### src/rtl/cpu_types_pkg.sv
// cpu_types_pkg: shared datapath types for the pipelined MIPS core.
package cpu_types_pkg;
  typedef logic [31:0] word_t;
  typedef logic [4:0]  regbits_t;
  typedef enum logic [1:0] {WB_ALU = 2'd0, WB_MEM = 2'd1, WB_PC4 = 2'd2, WB_LUI = 2'd3} wb_sel_t;
  typedef enum logic {RUN = 1'b0, HALTED = 1'b1} wb_state_t;
endpackage

### src/rtl/writeback_stage.sv
// writeback_stage: MEM/WB latch, write-back mux, register-file write, bypass, halt and retire count.
module writeback_stage
  import cpu_types_pkg::*;
#(
  parameter int CNT_W = 32
) (
  input  logic             CLK,
  input  logic             nRST,
  input  logic             en,
  input  logic             flush,
  input  logic             valid_i,
  input  logic             regwr_i,
  input  logic [4:0]       wsel_i,
  input  logic [1:0]       wbsel_i,
  input  logic [31:0]      alu_i,
  input  logic [31:0]      dload_i,
  input  logic [31:0]      pcp4_i,
  input  logic [15:0]      imm16_i,
  input  logic             halt_i,
  output logic             WEN,
  output logic [4:0]       wsel,
  output logic [31:0]      wdat,
  output logic             fwd_valid,
  output logic [4:0]       fwd_sel,
  output logic [31:0]      fwd_dat,
  output logic             halt_o,
  output logic [CNT_W-1:0] retired
);
  wb_state_t        state;
  wb_sel_t          sel;
  logic             wen_q;
  regbits_t         wsel_q;
  word_t            wdat_q, wb_dat;
  logic [CNT_W-1:0] ret_q;
  always_comb begin
    sel    = wb_sel_t'(wbsel_i);
    wb_dat = (sel == WB_ALU) ? alu_i :
             (sel == WB_MEM) ? dload_i :
             (sel == WB_PC4) ? pcp4_i : {imm16_i, 16'h0};
  end
  // HALTED freezes everything; wen_q was cleared on the edge that entered it.
  always_ff @(posedge CLK or negedge nRST) begin
    if (!nRST) begin
      state  <= RUN;
      wen_q  <= 1'b0;
      wsel_q <= '0;
      wdat_q <= '0;
      ret_q  <= '0;
    end else if (state == RUN) begin
      if (flush) begin
        wen_q <= 1'b0;
      end else if (en) begin
        wsel_q <= wsel_i;
        wdat_q <= wb_dat;
        ret_q  <= ret_q + {{(CNT_W-1){1'b0}}, valid_i};
        if (valid_i && halt_i) begin
          state <= HALTED;
          wen_q <= 1'b0;
        end else begin
          wen_q <= valid_i & regwr_i & (wsel_i != 5'd0);
        end
      end
    end
  end
  assign WEN       = wen_q;
  assign wsel      = wsel_q;
  assign wdat      = wdat_q;
  assign fwd_valid = wen_q;
  assign fwd_sel   = wsel_q;
  assign fwd_dat   = wdat_q;
  assign halt_o    = (state == HALTED);
  assign retired   = ret_q;
endmodule
### config.mk
export PLATFORM = sky130hd
export DESIGN_NAME = writeback_stage
export DESIGN_NICKNAME = d
export VERILOG_FILES = /design/src/rtl/cpu_types_pkg.sv /design/src/rtl/writeback_stage.sv
export SDC_FILE = /design/constraint.sdc
export NUM_CORES = 1
export LEC_CHECK = 0
export BUFFER_PORTS_ARGS = -buffer_cell sky130_fd_sc_hd__buf_2
export CAP_MARGIN = 15
export CORE_MARGIN = 5
export CORE_UTILIZATION = 44
export CTS_CLUSTER_DIAMETER = 30
export DETAILED_ROUTE_END_ITERATION = 16
export GPL_TIMING_DRIVEN = 0
export PLACE_DENSITY = 0.88
export SYNTH_ARGS = -nofsm -noshare
export SYNTH_HDL_FRONTEND = slang
export SYNTH_SLANG_ARGS = --single-unit
### constraint.sdc
create_clock -name CLK -period 2.14 [get_ports CLK]
set_input_delay 0.535 -clock CLK [delete_from_list [all_inputs] [get_ports CLK]]
set_output_delay 0.535 -clock CLK [all_outputs]
set_load 0.03 [all_outputs]
# --- Word level (Yosys, flattened, before mapping) ---
# Index checks and enable logic that the tools add are counted.
word_totals:
  register_bits: 71
  inputBits: 126
  wordCells: 28
classes:
  bitwise_logic: 4
  reduce_logical: 6
  n_addsub: 1
  eq_ne: 2
  n_mux: 10
ops:
  columns: ["operator", "count"]
  rows:
  - ["$mux 32", 3]
  - ["$add 32x1->32", 1]
  - ["$mux 1", 7]
  - ["$reduce_bool 5->1", 1]
  - ["$reduce_and 3->1", 1]
  - ["$and 1x1->1", 2]
  - ["$eq 2x1->1 const B", 1]
  - ["$eq 2x2->1 const B", 1]
  - ["$logic_not 2->1", 1]
  - ["$not 1->1", 2]
  - ["$reduce_and 2->1", 1]
  - ["$reduce_bool 2->1", 1]
  - ["$logic_and 1x1->1", 1]

# --- Longest topological paths before layout ---
logic_depth:
  word_depth: 5
  mapped_depth: 7

# --- Worst setup path before layout ---
# No wires, ideal clock.
synth_path:
  path_kind: "register to register"
  start: "register ret_q[0] (netlist: retired[0])"
  end: "register ret_q[20] (netlist: retired[20])"
  path_stages_with_launch: 7
  arrival_time_ns: 1.916
  n_path_buf: 0
  setup_ns: 0.135
  slack_ns: 0.089
  period_less_slack_ns: 2.051
  required_ns: 2.005
  cell_sequence: "dfrtp_1 > ha_1 > ha_1 > nand4bb_1 > nor4_4 > nand4_1 > xnor2_1"
synth_via:
  elab_chain_cells: 1
synth_lines:
  columns: ["item", "line_no", "text"]
  rows:
  - ["start, declared", "writeback_stage.sv:34", "logic [CNT_W-1:0] ret_q;"]
  - ["start signal, assigned", "writeback_stage.sv:55", "ret_q <= ret_q + {{(CNT_W-1){1'b0}}, valid_i};"]
  - ["$add 32x1->32", "writeback_stage.sv:55", null]
# No other way between the ends.
# A chain may end at the register's enable or synchronous reset.

# --- Worst setup path in the final report ---
layout_path:
  start: "register ret_q[0] (netlist: retired[0])"
  end: "register ret_q[10] (netlist: retired[10])"
# Same word-level chain as after synthesis.

==> flow_summary_export.csv <==
group,metric,value,unit
status,run_status,"finished, final reports clean",
yosys,synth_fp_nets,478,
finish,area_delta_synth_final,38.8,%
yosys,syn-instance-count,349,
finish,design.final.nets,723,
yosys,yosysUniqueCellTypes,33,
sta,slew_headroom,40.9,%
global_routing,overflow,0,
floorplan,io-pin-count,235,
sta,final_critical_path_setup_slack,151,ps
power_and_ir_drop,total_leakage_power,0.00288,uW
routing,drt-pass1-iter-count,4,
power_and_ir_drop,power.share.switching,45.4,%
placed_design,place.port_buffers,233,
floorplan,dieHeight,105,um
yosys,synthesized_area_fraction_occupied_by_ao_oa_aoi_and_oai_cells,4.65,%
run,cap_violations,0,
global_routing,track_usage,22.0,%
yosys,syn_avg_cell_area,11.4,um^2
yosys,synth_simple_gate_area_share,14.0,%
clock_tree,cts_setup_buffers,1,
finish,final-instance-count-excl-fill,707,
yosys,synth_adder_area_share,0.943,%
yosys,synth_mux_area_share,19.6,%
setup_path,setup_crit_start_kind,"flop",
yosys,synthFlopType,"dfrtp_1",
global_routing,vias_in_the_first_global_route,3945,
placed_design,place_inst,690,
power_and_ir_drop,share_seq_of_total_power,30.8,%
yosys,synth_edf_count,0,
finish,multiInputGateArea,0.00182,mm^2
yosys,synth_async_sr_flop_share,100,%
setup_path,crit_fanout,4,
clock_tree,numCtsBuffers,9,
yosys,sequential_element_share_of_the_synthesized_area,44.6,%
routing,routed-via-count,3699,
clock_tree,cts_num_sinks,71,
setup_path,crit_top_cell,"ha_1",
setup_path,critical_path.max_stage_delay,410,ps
sta,grt_setup_unrepaired,"false",
global_routing,pin_count_of_the_biggest_net_entering_global_routing,72,
sta,period_share,93.0,%
global_routing,grt_pass1_wl,19.5,mm
finish,layout-drive-gt1-share,57.3,%
setup_path,cell_with_the_largest_stage_delay_on_the_worst_path,"dfrtp_1",
yosys,post_synth_instance_area,0.00398,mm^2
routing,routed_wirelength,12.2,mm
clock_tree,cts_tree,"built",
setup_path,timing.critical_path.arrival,2250,ps
clock_tree,cts_repair_resize_count,0,
setup_path,critical_path.n_buffers_inverters,0,
clock_tree,worstSkewPairLatency,350,ps
power_and_ir_drop,switching_power,3110,uW
routing,final_antenna_net_count,0,
yosys,synth.ff_latch_count,71,
floorplan,floorplan.core_area,0.00876,mm^2
placed_design,pre_cts_slack,-344,ps
routing,detail_route.iter0.violations,173,
sta,timing.clock.skew,14.6,ps
power_and_ir_drop,power.internal,3730,uW
clock_tree,path_clk_slew,90,ps
placed_design,gp_congestion,0.877,
sta,hold_viol_final,0,
routing,drcViolationCount,0,
clock_tree,cts.hold.buffers_added,0,
power_and_ir_drop,power.share.clock,17.8,%
power_and_ir_drop,power_density,1240,mW/mm^2
power_and_ir_drop,comb_power_share,51.5,%
clock_tree,cts_buffer_depth,2,
finish,insertedDiodeCount,0,
setup_path,worstPathCellList,"ha_1 > ha_1 > nand4bb_1 > nor3_1 > and3_1 > xor2_1",
sta,fin_setup_tns,0,ps
sta,maxSlewViolCount,0,
clock_tree,clk_root_buffer_cell,"clkbuf_8",
sta,worstMarginPinSlew,886,ps
routing,wire_per_inst,17.3,um
finish,utilization,63.1,%
floorplan,rows,34,
setup_path,critical_path.top_delay_family,"simple AND/OR/NAND/NOR gates",
sta,post-route-min-period,1990,ps
global_routing,grt_antenna_before_repair,0,
floorplan,floorplan.die.width,105,um
finish,area.sequential,0.00178,mm^2
sta,setup_viol,0,
sta,finalHoldWorstSlack,281,ps
yosys,xor_xnor_share_of_the_synthesized_area,6.60,%
yosys,largest_family_of_logic_cells_by_synthesized_area,"multiplexers",
finish,fillers,689,
sta,max_freq,503,MHz
placed_design,detailedPlacementHpwl,9.82,mm
power_and_ir_drop,ir_drop,0.855,mV
floorplan,initial_core_util,45.4,%
setup_path,crit_path_category,"flop to flop",
setup_path,crit_path_capture_type,"flop",
yosys,yosysWarnings,0,
setup_path,worst_ep_required_time,2400,ps
routing,vias_per_cell,5.23,
floorplan,die_area,0.0111,mm^2
hold_path,hold_path.class,"input pin to async pin",
clock_tree,cts_max_level,3,
## through the flow
| stage | instance area [um^2] | power, uW |
|---|---|---|
| after floorplan | 3980 | 4540 |
| after global placement | 5280 | 5570 |
| after detailed placement | 5290 | 5650 |
| after CTS | 5530 | 6880 |
| after global routing | 5530 | 7150 |
| final | 5530 | 6840 |
## kinds of logic (layout without fill, tap and decap cells)
group	after synthesis	count (layout)
AO/OA/AOI/OAI	35	35
buffers and inverters	58	308
XOR/XNOR	30	30
adder cells (fa/ha/maj)	3	3
multiplexers	55	55
AND/OR/NAND/NOR	97	97
flip-flops	71	71
## final timing paths
kind	start	end	slack [ps]	cells past startpoint
setup / recovery	retired[0]	retired[10]	150	6
hold / removal	nRST	fwd_sel[0]	280	1
setup reg to reg	retired[0]	retired[10]	150	6
hold reg to reg	retired[31]	retired[31]	470	1
max in group asynchronous	nRST	fwd_dat[15]	1240	1
min in group CLK	wsel_i[0]	fwd_sel[0]	430	2
## per-layer routing
| metal | wire length (um) | global-route usage [%] |
|---|---|---|
| met1 | 4730 | 26.2 |
| met2 | 6320 | 37.9 |
| met3 | 896 | 5.61 |
| met4 | 285 | 8.40 |
| met5 | 0 | 0 |
## worst reg2reg max path: stages, from the launching register on
cell and delay, ps:
dfrtp_1 410, ha_1 230, ha_1 210, nand4bb_1 280
nor3_1 410, and3_1 220, xor2_1 150
## layout by cell type (no fill, tap or decap), types with 2 or more instances in the layout
cell,count
inv_1,3
and3_1,5
nand2_1,7
nor3_1,5
nor4_2,4
mux4_2,16
and2_1,2
nand3_1,8
buf_4,41
nor2_1,37
clkbuf_8,10
nand4_1,16
and4_1,5
mux2_2,23
xor2_1,10
nand4_2,2
mux2i_1,16
bufinv_16,2
buf_2,238
ha_1,3
xnor2_1,20
dfrtp_1,71
clkbuf_1,8
a21oi_1,32
## power by group through the flow
stage          combinational, uW  clock [uW]  sequential (uW)
2_1_floorplan               1740           0             2810
3_3_place_gp                3470           0             2100
3_5_place_dp                3540           0             2120
4_1_cts                     3540        1240             2100
5_1_grt                     3700        1300             2160
6_report                    3520        1220             2100
## synthesized netlist by cell type, types with 6 or more instances
master    instances  share of area, %
xnor2_1          20               4.4
mux2_2           23               6.5
nand3_1           8               1.0
nor2_1           37               3.5
mux4_2           16               9.0
dfrtp_1          71                45
a21oi_1          32               4.0
nand2_1           7              0.66
mux2i_1          16               4.0
clkbuf_1          7              0.66
nand4_1          16               2.5
buf_4            40               7.5
buf_2             6              0.75
xor2_1           10               2.2
## cell type report
type                    count  share of cell area [%]
clock inverters             5                    1.47
inverters                   3                   0.204
well taps                 108                    2.44
repair buffers            234                    21.5
plain buffers              55                    6.72
flip-flops and latches     71                    32.1
multi-input cells         220                    33.0
clock buffers              11                    2.56
## flip-flops by register name (all words and copies together), names as in the netlist
signal and cells:
fwd_dat 32, retired 32, fwd_sel 5, WEN 1, halt_o 1
No activity file was read; power rests on OpenSTA's default activity.
